==> config.mk <==
export PLATFORM = sky130hd
export DESIGN_NAME = vend_change_dispenser
export DESIGN_NICKNAME = d
export VERILOG_FILES = /design/src/rtl/vend_pkg.sv /design/src/rtl/vend_coin_pick.sv /design/src/rtl/vend_change_dispenser.sv
export SDC_FILE = /design/constraint.sdc
export NUM_CORES = 1
export LEC_CHECK = 0
export CAP_MARGIN = 20
export CORE_ASPECT_RATIO = 0.75
export CORE_UTILIZATION = 50
export DETAILED_ROUTE_END_ITERATION = 8
export HOLD_SLACK_MARGIN = 0.08
export PLACE_DENSITY = 0.74
export SLEW_MARGIN = 40
export SYNTH_ARGS = -nofsm -noshare
export SYNTH_HDL_FRONTEND = slang
export SYNTH_SLANG_ARGS = --single-unit
==> constraint.sdc <==
create_clock -name clk -period 7.3 [get_ports clk]
set_input_delay 1.46 -clock clk [delete_from_list [all_inputs] [get_ports clk]]
set_output_delay 1.46 -clock clk [all_outputs]
set_load 0.005 [all_outputs]
==> src/rtl/vend_pkg.sv <==
// Shared vending-machine payout definitions: coin_sel encodings, coin values and FSM state codes.
// Pure declarations, no logic; imported by the dispenser and the coin picker.
package vend_pkg;

    localparam logic [1:0] COIN_NONE    = 2'b00;
    localparam logic [1:0] COIN_NICKEL  = 2'b01;
    localparam logic [1:0] COIN_DIME    = 2'b10;
    localparam logic [1:0] COIN_QUARTER = 2'b11;

    localparam int DENOM_NICKEL  = 5;
    localparam int DENOM_DIME    = 10;
    localparam int DENOM_QUARTER = 25;

    typedef logic [2:0] state_t;

    localparam state_t ST_IDLE     = 3'd0;
    localparam state_t ST_SELECT   = 3'd1;
    localparam state_t ST_PULSE    = 3'd2;
    localparam state_t ST_WAIT_ACK = 3'd3;
    localparam state_t ST_FINISH   = 3'd4;

endpackage

==> src/rtl/vend_coin_pick.sv <==
// Greedy coin picker: largest denomination not exceeding remaining, plus an unpayable flag for 1..4 cents.
// Purely combinational, zero latency, no handshake.
module vend_coin_pick
    import vend_pkg::*;
#(
    parameter int AMOUNT_W = 8
) (
    input  logic [AMOUNT_W-1:0] remaining,
    output logic [1:0]          coin_sel,
    output logic [AMOUNT_W-1:0] denom,
    output logic                unpayable
);

    always_comb begin
        coin_sel  = COIN_NONE;
        denom     = '0;
        unpayable = 1'b0;
        if (remaining >= AMOUNT_W'(DENOM_QUARTER)) begin
            coin_sel = COIN_QUARTER;
            denom    = AMOUNT_W'(DENOM_QUARTER);
        end else if (remaining >= AMOUNT_W'(DENOM_DIME)) begin
            coin_sel = COIN_DIME;
            denom    = AMOUNT_W'(DENOM_DIME);
        end else if (remaining >= AMOUNT_W'(DENOM_NICKEL)) begin
            coin_sel = COIN_NICKEL;
            denom    = AMOUNT_W'(DENOM_NICKEL);
        end else if (remaining != '0) begin
            unpayable = 1'b1;
        end
    end

endmodule

==> src/rtl/vend_change_dispenser.sv <==
// Change payout: one hopper eject/ack per coin, largest first; per coin 1 + PULSE_CYCLES + ack-wait cycles.
// No backpressure: start is taken only in IDLE. Define CHANGE_TALLY_EN for lifetime per-coin tally outputs.
module vend_change_dispenser
    import vend_pkg::*;
#(
    parameter int AMOUNT_W     = 8,
    parameter int PULSE_CYCLES = 4,
    parameter int ACK_TIMEOUT  = 64
) (
    input  logic                clk,
    input  logic                reset,
    input  logic                start,
    input  logic [AMOUNT_W-1:0] amount,
    output logic                busy,
    output logic                done,
    output logic                err,
    output logic [AMOUNT_W-1:0] remaining,
    output logic [1:0]          coin_sel,
    output logic                coin_pulse,
    input  logic                coin_ack,
`ifdef CHANGE_TALLY_EN
    output logic [7:0]          coin_count,
    output logic [15:0]         tally_q,
    output logic [15:0]         tally_d,
    output logic [15:0]         tally_n
`else
    output logic [7:0]          coin_count
`endif
);

    localparam int CNT_MAX = (PULSE_CYCLES > ACK_TIMEOUT) ? PULSE_CYCLES : ACK_TIMEOUT;
    localparam int CNT_W   = $clog2(CNT_MAX + 1);
    localparam logic [CNT_W-1:0] PULSE_LAST = CNT_W'(PULSE_CYCLES - 1);
    localparam logic [CNT_W-1:0] ACK_LAST   = CNT_W'(ACK_TIMEOUT - 1);

    state_t                state_q, state_d;
    logic [AMOUNT_W-1:0]   remaining_q, remaining_d;
    logic [1:0]            coin_sel_q, coin_sel_d;
    logic [7:0]            coin_count_q, coin_count_d;
    logic                  err_q, err_d;
    logic [CNT_W-1:0]      cnt_q, cnt_d;

    logic [1:0]            pick_sel;
    logic [AMOUNT_W-1:0]   pick_denom;
    logic                  pick_unpayable;
    logic                  ack_take;

    vend_coin_pick #(
        .AMOUNT_W (AMOUNT_W)
    ) u_coin_pick (
        .remaining (remaining_q),
        .coin_sel  (pick_sel),
        .denom     (pick_denom),
        .unpayable (pick_unpayable)
    );

    // remaining is frozen from SELECT through WAIT_ACK, so the picker's denom matches the coin in flight.
    assign ack_take = (state_q == ST_WAIT_ACK) && coin_ack;

    always_comb begin
        state_d      = state_q;
        remaining_d  = remaining_q;
        coin_sel_d   = coin_sel_q;
        coin_count_d = coin_count_q;
        err_d        = err_q;
        cnt_d        = cnt_q;
        case (state_q)
            ST_IDLE: begin
                if (start) begin
                    state_d      = ST_SELECT;
                    remaining_d  = amount;
                    coin_count_d = 8'd0;
                    err_d        = 1'b0;
                end
            end
            ST_SELECT: begin
                cnt_d = '0;
                if (remaining_q == '0) begin
                    state_d = ST_FINISH;
                end else if (pick_unpayable) begin
                    err_d   = 1'b1;
                    state_d = ST_FINISH;
                end else begin
                    coin_sel_d = pick_sel;
                    state_d    = ST_PULSE;
                end
            end
            ST_PULSE: begin
                if (cnt_q == PULSE_LAST) begin
                    cnt_d   = '0;
                    state_d = ST_WAIT_ACK;
                end else begin
                    cnt_d = cnt_q + 1'b1;
                end
            end
            ST_WAIT_ACK: begin
                // An ack on the final timeout cycle wins over the jam.
                if (ack_take) begin
                    remaining_d = remaining_q - pick_denom;
                    if (coin_count_q != 8'hFF) begin
                        coin_count_d = coin_count_q + 8'd1;
                    end
                    coin_sel_d = COIN_NONE;
                    state_d    = ST_SELECT;
                end else if (cnt_q == ACK_LAST) begin
                    err_d      = 1'b1;
                    coin_sel_d = COIN_NONE;
                    state_d    = ST_FINISH;
                end else begin
                    cnt_d = cnt_q + 1'b1;
                end
            end
            ST_FINISH: begin
                state_d = ST_IDLE;
            end
            default: begin
                state_d = ST_IDLE;
            end
        endcase
    end

    always_ff @(posedge clk) begin
        if (reset) begin
            state_q      <= ST_IDLE;
            remaining_q  <= '0;
            coin_sel_q   <= COIN_NONE;
            coin_count_q <= 8'd0;
            err_q        <= 1'b0;
            cnt_q        <= '0;
        end else begin
            state_q      <= state_d;
            remaining_q  <= remaining_d;
            coin_sel_q   <= coin_sel_d;
            coin_count_q <= coin_count_d;
            err_q        <= err_d;
            cnt_q        <= cnt_d;
        end
    end

    assign busy       = (state_q != ST_IDLE);
    assign done       = (state_q == ST_FINISH);
    assign coin_pulse = (state_q == ST_PULSE);
    assign err        = err_q;
    assign remaining  = remaining_q;
    assign coin_sel   = coin_sel_q;
    assign coin_count = coin_count_q;

`ifdef CHANGE_TALLY_EN
    logic [15:0] tally_qtr_q, tally_qtr_d;
    logic [15:0] tally_dime_q, tally_dime_d;
    logic [15:0] tally_nick_q, tally_nick_d;

    always_comb begin
        tally_qtr_d  = tally_qtr_q;
        tally_dime_d = tally_dime_q;
        tally_nick_d = tally_nick_q;
        if (ack_take) begin
            case (coin_sel_q)
                COIN_QUARTER: if (tally_qtr_q != 16'hFFFF) tally_qtr_d = tally_qtr_q + 16'd1;
                COIN_DIME:    if (tally_dime_q != 16'hFFFF) tally_dime_d = tally_dime_q + 16'd1;
                COIN_NICKEL:  if (tally_nick_q != 16'hFFFF) tally_nick_d = tally_nick_q + 16'd1;
                default: ;
            endcase
        end
    end

    always_ff @(posedge clk) begin
        if (reset) begin
            tally_qtr_q  <= 16'd0;
            tally_dime_q <= 16'd0;
            tally_nick_q <= 16'd0;
        end else begin
            tally_qtr_q  <= tally_qtr_d;
            tally_dime_q <= tally_dime_d;
            tally_nick_q <= tally_nick_d;
        end
    end

    assign tally_q = tally_qtr_q;
    assign tally_d = tally_dime_q;
    assign tally_n = tally_nick_q;
`endif

endmodule

[After elaboration in Yosys (flattened, before gate mapping)]
Index checks and enable logic that the tools add are counted.
W data, S select, Z words.
Storage, ports and cells
  output and inout port bits: 22
  flip-flop bits (word level): 29
  input bits: 12
Operators by class
  $lt $le $gt $ge: 3
  muxes and demuxes: 39
  add/subtract/negate cells: 3
  equality and inequality tests: 18
  reduce and logical (&&, ||, !) cells: 15
Operator list (number)
  $mux W8: 7
  $pmux W8 S2: 2
  $mux W3: 7
  $mux W7: 3
  $pmux W7 S3: 1
  $ne A2 B2 Y1 const B: 7
  $mux W2: 6
  $pmux W3 S4: 1
  $mux W1: 10
  $reduce_and A3 Y1: 3
  $reduce_bool A3 Y1: 3
  $add A8 B1 Y8 const B: 1
  $ge A8 B3 Y1 const B: 1
  $ge A8 B4 Y1 const B: 1
  $ge A8 B5 Y1 const B: 1
  $logic_not A8 Y1: 1
  $ne A8 B8 Y1 const B: 1
  $reduce_and A4 Y1: 2
  $reduce_bool A8 Y1: 1
  $sub A8 B8 Y8: 1
  $add A7 B1 Y7 const B: 1
  $eq A7 B2 Y1 const B: 1
  $eq A7 B6 Y1 const B: 1
  $eq A3 B2 Y1 const B: 2
  10 further kinds: 13

[Logic depth before layout (Yosys ltp)]
Gate-level depths: netlist of the first run.
  depth after elaboration: 8
  mapped depth: 11
  gate-level depth less buffers: 11

[By module]
Synthesis of the first run repeated with hierarchy kept, for this count alone.
Unflattened totals
  cells, all modules: 268
  area total of the unflattened synthesis: 2132.0 sq um
Modules (own cells, without submodules)
  vend_change_dispenser: sequential area each 580.6 sq um, instances 1, area an instance 1961.9 sq um, cells an instance 240
  vend_coin_pick: sequential area each 0.0 sq um, instances 1, area an instance 170.2 sq um, cells an instance 28

[Least setup slack after synthesis of the first run]
OpenSTA, ideal clock, no wires.
  kind: input to register
  start point: input coin_ack
  end point: register remaining_q[7] (netlist: remaining[7])
  buffers on the path: 2
  arrival: 2.784 ns
  setup slack: 4.398 ns
  data required time: 7.183 ns
  cell stages on the path: 6
  library setup time: 0.117 ns
  path through: clkbuf_1 nand3_1 a21o_1 buf_6 or4_1 a32o_1
On the way
  cells in the longest elaborated chain, start to end: 3
Ends and longest elaborated chain
  start, declared: line vend_change_dispenser.sv:20  | input logic coin_ack,
  $logic_and A1 B1 Y1: line vend_change_dispenser.sv:58  | assign ack_take = (state_q == ST_WAIT_ACK) && coin_ack;
  $ne A2 B2 Y1 (no line)
  $reduce_and A3 Y1 (no line)
  end signal, assigned: line vend_change_dispenser.sv:132  | remaining_q <= remaining_d;
  end, declared: line vend_change_dispenser.sv:37  | logic [AMOUNT_W-1:0] remaining_q, remaining_d;
Every way passes these cells.
A chain may end at the register's enable or synchronous reset.

[Final worst setup path of the first run]
  start point: input start
  end point: register remaining_q[5] (netlist: remaining[5])
On the way
  cells in the longest elaborated chain, start to end: 2
Ends and longest elaborated chain
  start, declared: line vend_change_dispenser.sv:12  | input logic start,
  $ne A2 B2 Y1 (no line)
  $reduce_and A3 Y1 (no line)
Every way passes these cells.

==> results of run 1 <==
[cells in the final DEF (no fill, tap or decap), types with 10 or more instances in the layout]
cell              n
clkdlybuf4s50_1  33
dfxtp_1          29
nor2_1           27
nand2_1          19
a21oi_1          18
o21ai_0          12
a211oi_1         11
inv_1            10
nand3_1          10
xnor2_1          10
[worst paths after layout]
kind                  end  slack, ns  cells past startpoint         start
max reg2reg  remaining[7]       4.17                      9  remaining[5]
max          remaining[5]       4.05                      6         start
min           coin_sel[1]       0.45                      2   coin_sel[1]
min reg2reg   coin_sel[1]       0.45                      2   coin_sel[1]
[layout make-up]
cell class / instances / area share [%]
Clock buffer: 7 / 3.68
Clock inverter: 1 / 1.28
Inverter: 10 / 1.60
Multi-Input combinational cell: 191 / 51.9
Sequential cell: 29 / 24.8
Tap cell: 50 / 2.67
Timing Repair Buffer: 33 / 14.1
[where the power goes]
group          total, uW  switching [uW]  leakage [uW]  internal (uW)
logic                222             114      0.000506            108
registers            200            26.7      0.000236            173
clock network        172            60.7     0.0000585            111
total                594             202      0.000801            393
[through the flow]
stage / setup WS (ns) / hold WS (ns) / std cells / util [%] / cell area (um^2)
floorplan: 4.40 / 0.448 / 243 / - / 1890
global placement: 3.82 / 0.441 / 313 / 64.5 / 2220
detailed placement: 3.77 / 0.444 / 313 / 64.5 / 2220
CTS: 4.07 / 0.451 / 321 / 67.8 / 2340
global route: 3.93 / 0.463 / 321 / 68.0 / 2340
finish: 4.05 / 0.448 / 321 / 68.0 / 2340
[metal layers]
| layer | vias up | GRT usage, % |
|---|---|---|
| li1 | 932 | - |
| met2 | 57 | 33.1 |
| met4 | 0 | 6.72 |
| met1 | 834 | 38.9 |
| met5 | - | 0 |
| met3 | 5 | 4.93 |
[worst max-delay path, delay by kind of cell]
kind,cells,cell delay [ns]
AND/OR/NAND/NOR,2,0.78
buffers and inverters,1,0.52
AO/OA/AOI/OAI,2,0.41
multiplexers,1,0.26
[cell usage after synthesis, drive strengths merged, types with 6 or more instances]
cell type	n	area share, %
or2	6	2.0
dfxtp	29	31
o21ai	14	3.7
nor2	27	5.4
clkbuf	10	2.0
a21oi	18	4.8
inv	10	2.0
xnor2	10	4.6
nand3	10	2.6
ha	7	4.6
or3	8	2.6
nand2	19	3.8
a211oi	11	4.4
[sequential cells by signal, summed over array words and instances, names as in the netlist]
register	cells
cnt_q	7
coin_count	8
coin_sel	2
err	1
remaining	8
state_q	3
[kinds of logic (layout without fill, tap and decap cells)]
group,Yosys count,in the layout,share of synthesized area [%]
buffers and inverters,23,51,5.48
DFF,29,29,30.6
adders and majority gates,8,8,5.68
xor gates and xnor gates,12,12,5.55
AOI/OAI and AO/OA,70,70,24.4
and+or+nand+nor,99,99,27.1
muxes,2,2,1.12
==> reports/metrics.cfg, run 1 <==
[die]
dieWidth_um=73.1
die_h_um=55.3
num_rows=18
die-area_um2=4040
core_um2=3450
initial_utilization_pct=55.0
ios=34

[setup_path]
cp.arrival_ns=3.44
cp_max_fo=10
critPathKind=input port to register
cp.required_ns=7.50
crit_path_end_kind=register
slowest_stage=clkdlybuf4s50_1
start_kind=input port
max_stage_delay_ns=0.52
worstPathCellList=clkdlybuf4s50_1, or3b_4, a21o_1, or3_1, mux2_2, a31oi_1

[drt]
drt_iter0_markers=182
wirelength_mm=4.44
wl_per_cell_um=13.8
vias=1828
wl_met1_mm=2.41
wl_met2_mm=1.74
top_layer=met4
dr_wl_met3_um=251
drc_errors=0
drtAntennaViolNets=0
routed_via_density=5.69
first_pass_iters=4

[layout]
multi_input_area_um2=1220
drive_gt1_share_pct=7.01
syn2layout_area_growth_pct=23.7
n_antenna_cell=0
nets=290
nFillCells=293
seqCellArea_um2=581

[global_route]
grt_first_pass_wirelength_mm=7.76
grt-ovfl-total=0
grt_util_all_layers_pct=24.6
first_global_vias=1662
grt_max_degree=22
antenna_found_initial=0

[pwr]
power_uw=594
ir_worst_vdd_v=0.000128
p_leak_uw=0.000801
power_density_nw_per_um2=254

[hold_path]
hold_class=register to register

[place]
hpwl_mm=3.24
gp_congestion=0.863
io_buffer_count=33

[cts]
numCtsBuffers=5
cts.sinks=29
cts_repair_resize_count=0
cts.path.max_buffers=2
htree_levels=2
clkSlewWorstSetupHoldPaths_ns=0.06
root_buffer=clkbuf_8
cts_tree=yes
clock_latency_ns=0.28
cts_hold_buf=0
post_cts_buffers=0

[synthesis]
synth_edf_count=0
synth_cells=243
synth-main-ff-cell=dfxtp_1
syn-num-nets=263
synth_area_um2=1890
synth-seq-area-share_pct=30.6
postSynthAreaPerCell_um2=7.80
synth.ff_latch_count=29
ys_async_sr_fraction_pct=0
ys_types=53
yosys_warnings=0

[sta]
period_share_pct=44.5
rsz0062_at_grt=false
finalSetupViolCount=0
period_needed_ns=3.25
setup_tns_ns=0
worst_pin_slew_ns=0.781
maxSlewHeadroom_pct=47.7
maxSlewViolCount=0
hold_viol_final=0
timing.fmax_mhz=308
final.setup_skew_ns=0.00374

[job]
drv_cap=0

[outcome]
status=finished, final reports clean

No activity file was read; power rests on OpenSTA's default activity.
==> inputs of run 2 (changes only) <==
Settings changed: CORE_UTILIZATION 50 to 47, PLACE_DENSITY 0.74 to 0.72.
Clock period 7.3 ns to 2.8 ns, I/O delays scaled along.
==> run 2 against run 1 <==
Compared with the run above: cell count up 5.9%; routed wire length grew 7.4%; combinational power grew to 3.1 times the previous value; worst setup slack got worse by 3.9 ns; non-clock buffer count grew 18; critical path type is now register to register; count of clock-buffer cells in the layout is the same; sequential power increased to 2.6 times the previous value; via count grew 4.7%; cell area up 5.7%; highest routed layer unchanged; global-route usage about the same; total power rose to 2.6 times the previous value; critical endpoint is now remaining[7]; sequential cell count stayed put.
==> reports/metrics.cfg, run 2 (same netlist as run 1, synthesis figures left out) <==
[global_route]
use_met3_pct=7.42  ; +2.5 points
grt_util_met2_pct=32.4  ; -0.67 points
antenna_found_initial=0  ; unchanged
first_global_vias=1689  ; +1.6%
grt_util_all_layers_pct=24.6  ; about the same
grtUsageMet1_pct=38.8  ; -0.15 points
grt_max_degree=20  ; -9.1%
grt-ovfl-total=0  ; unchanged
grt_first_pass_wirelength_mm=8.00  ; +3.1%
gr-max-usage-layer=met1

[setup_path]
cp.arrival_ns=2.84  ; -0.60 ns
cp.required_ns=2.97  ; -4.53 ns
worstPathCellList=or3_1, a31oi_4, nand2b_1, ha_1, nor2b_1, o31a_1, o22a_1, or4_1, a32o_1
start_kind=register
cp.buffers_inverters=0  ; -1
critPathKind=register to register
max_stage_delay_ns=0.46  ; -0.06 ns
cp_max_fo=5  ; -5
slowest_stage=or3_1
path_delay_family=simple AND/OR/NAND/NOR gates
crit_path_end_kind=register

[cts]
cts_hold_buf=0  ; unchanged
cts.path.max_buffers=2  ; unchanged
clock_latency_ns=0.28  ; about the same
root_buffer=clkbuf_8
numCtsBuffers=5  ; unchanged
htree_levels=2  ; unchanged
clkSlewWorstSetupHoldPaths_ns=0.06  ; about the same
cts.sinks=29  ; unchanged
cts_tree=yes

[die]
dieWidth_um=75.3  ; +3.1%
ios=34  ; unchanged
die-area_um2=4290  ; +6.2%
die_h_um=57.0  ; +3.0%
num_rows=19  ; +1
core_um2=3760  ; +9.0%
initial_utilization_pct=50.4  ; -4.5 points

[place]
gp_congestion=0.845  ; -2.1%
dpl_cell_area_um2=2360  ; +6.2%
hpwl_mm=3.42  ; +5.7%
io_buffer_count=33  ; unchanged

[pwr]
power.switching_uw=546  ; +170%
power_density_nw_per_um2=628  ; +150%
p_seq_share_pct=32.8  ; -0.9 points
combPwrFrac_pct=44.9  ; +7.5 points
pwr-share-clk_pct=22.3  ; -6.6 points
p_sw_share_pct=35.1  ; +1.2 points
p_leak_uw=0.000878  ; +9.6%
p_int_uw=1010  ; +160%
ir_worst_vdd_v=0.000311  ; +140%

[sta]
final.setup_skew_ns=0.00658  ; +0.00284 ns
setup_tns_ns=0  ; unchanged
period_needed_ns=2.67
period_share_pct=95.3
rsz0062_at_grt=false
maxSlewViolCount=0  ; unchanged
worst_pin_slew_ns=0.598  ; -0.184 ns
maxSlewHeadroom_pct=60.1  ; +12 points
timing.fmax_mhz=375
hold_viol_final=0  ; unchanged
finalSetupViolCount=0  ; unchanged

[drt]
drc_errors=0  ; unchanged
routed_via_density=5.63  ; -1.1%
wl_per_cell_um=14.0  ; +1.4%
drt_iter0_markers=138  ; -24%
vias=1914  ; +4.7%
drtAntennaViolNets=0  ; unchanged
first_pass_iters=4  ; unchanged
wirelength_mm=4.77  ; +7.4%

[layout]
multi_input_area_um2=1240  ; +2.1%
drive_gt1_share_pct=13.5  ; +6.5 points
finalInstanceArea_um2=2480  ; +5.7%
n_antenna_cell=0  ; unchanged
nets=308  ; +6.2%
final_common_cell=clkdlybuf4s50_1
mostFrequentLayoutCells=clkdlybuf4s50_1 (33), dfxtp_1 (29), nor2_1 (27)
seqCellArea_um2=581  ; unchanged
final_util_pct=65.9  ; -2.1 points
syn2layout_area_growth_pct=30.7
nFillCells=340  ; +16%

[outcome]
status=finished, final reports clean

[job]
drv_cap=0  ; unchanged

[hold_path]
hold_class=register to register

-- run 2: worst reg2reg max path: stages (launching register included) --
cell and delay (ns):
dfxtp_1 0.34, or3_1 0.46, a31oi_4 0.23, nand2b_1 0.10
ha_1 0.27, nor2b_1 0.14, o31a_1 0.25, o22a_1 0.17
or4_1 0.40, a32o_1 0.21
-- run 2: cell type report --
class                      instances  share of cell area, %
clock buffer                       7                   3.49
multi-input combinational        191                   50.1
sequential                        29                   23.4
timing repair buffer              51                   18.8
inverter                          10                   1.52
tap                               52                   2.63
-- run 2: power by group through the flow --
stage,clock [uW],sequential [uW],combinational (uW)
global route,373,518,776
detailed placement,0,514,666
CTS,355,506,671
finish,346,510,697
floorplan,0,497,441
global placement,0,513,667
-- run 2: through the flow --
| stage | worst slack [ns] | total power (uW) | hold slack, ns | std cells |
|---|---|---|---|---|
| after floorplan | 0.0674 | 938 | 0.448 | 243 |
| after global placement | 0.137 | 1180 | 0.445 | 333 |
| after detailed placement | 0.0764 | 1180 | 0.447 | 333 |
| after CTS | 0.0469 | 1530 | 0.456 | 340 |
| after global routing | 0.00614 | 1670 | 0.478 | 340 |
| final | 0.132 | 1550 | 0.455 | 340 |
-- run 2: final timing paths --
check / startpoint / to / slack [ns] / cells past startpoint
hold / removal: coin_sel[1] / coin_sel[1] / 0.46 / 2
setup / recovery: remaining[0] / remaining[7] / 0.13 / 9
hold reg to reg: coin_sel[1] / coin_sel[1] / 0.46 / 2
setup reg to reg: remaining[0] / remaining[7] / 0.13 / 9
-- run 2: timing repair --
action / 4_1_cts / 5_1_grt
buffers inserted: 0 / 0
endpoints found under the setup margin: 0 / 3
gates resized for setup: 0 / 4
-- run 2: layer usage --
layer	routed length [um]	part of all wire (%)
met1	2500	52
met2	1950	41
met3	296	6.2
met4	20	0.42
met5	0	0
==> inputs of run 3 (changes only) <==
Settings changed: SKIP_CTS_REPAIR_TIMING set to 1.
==> results of run 3 <==
No change in the layout: final DEF, timing and power equal those of run 2.
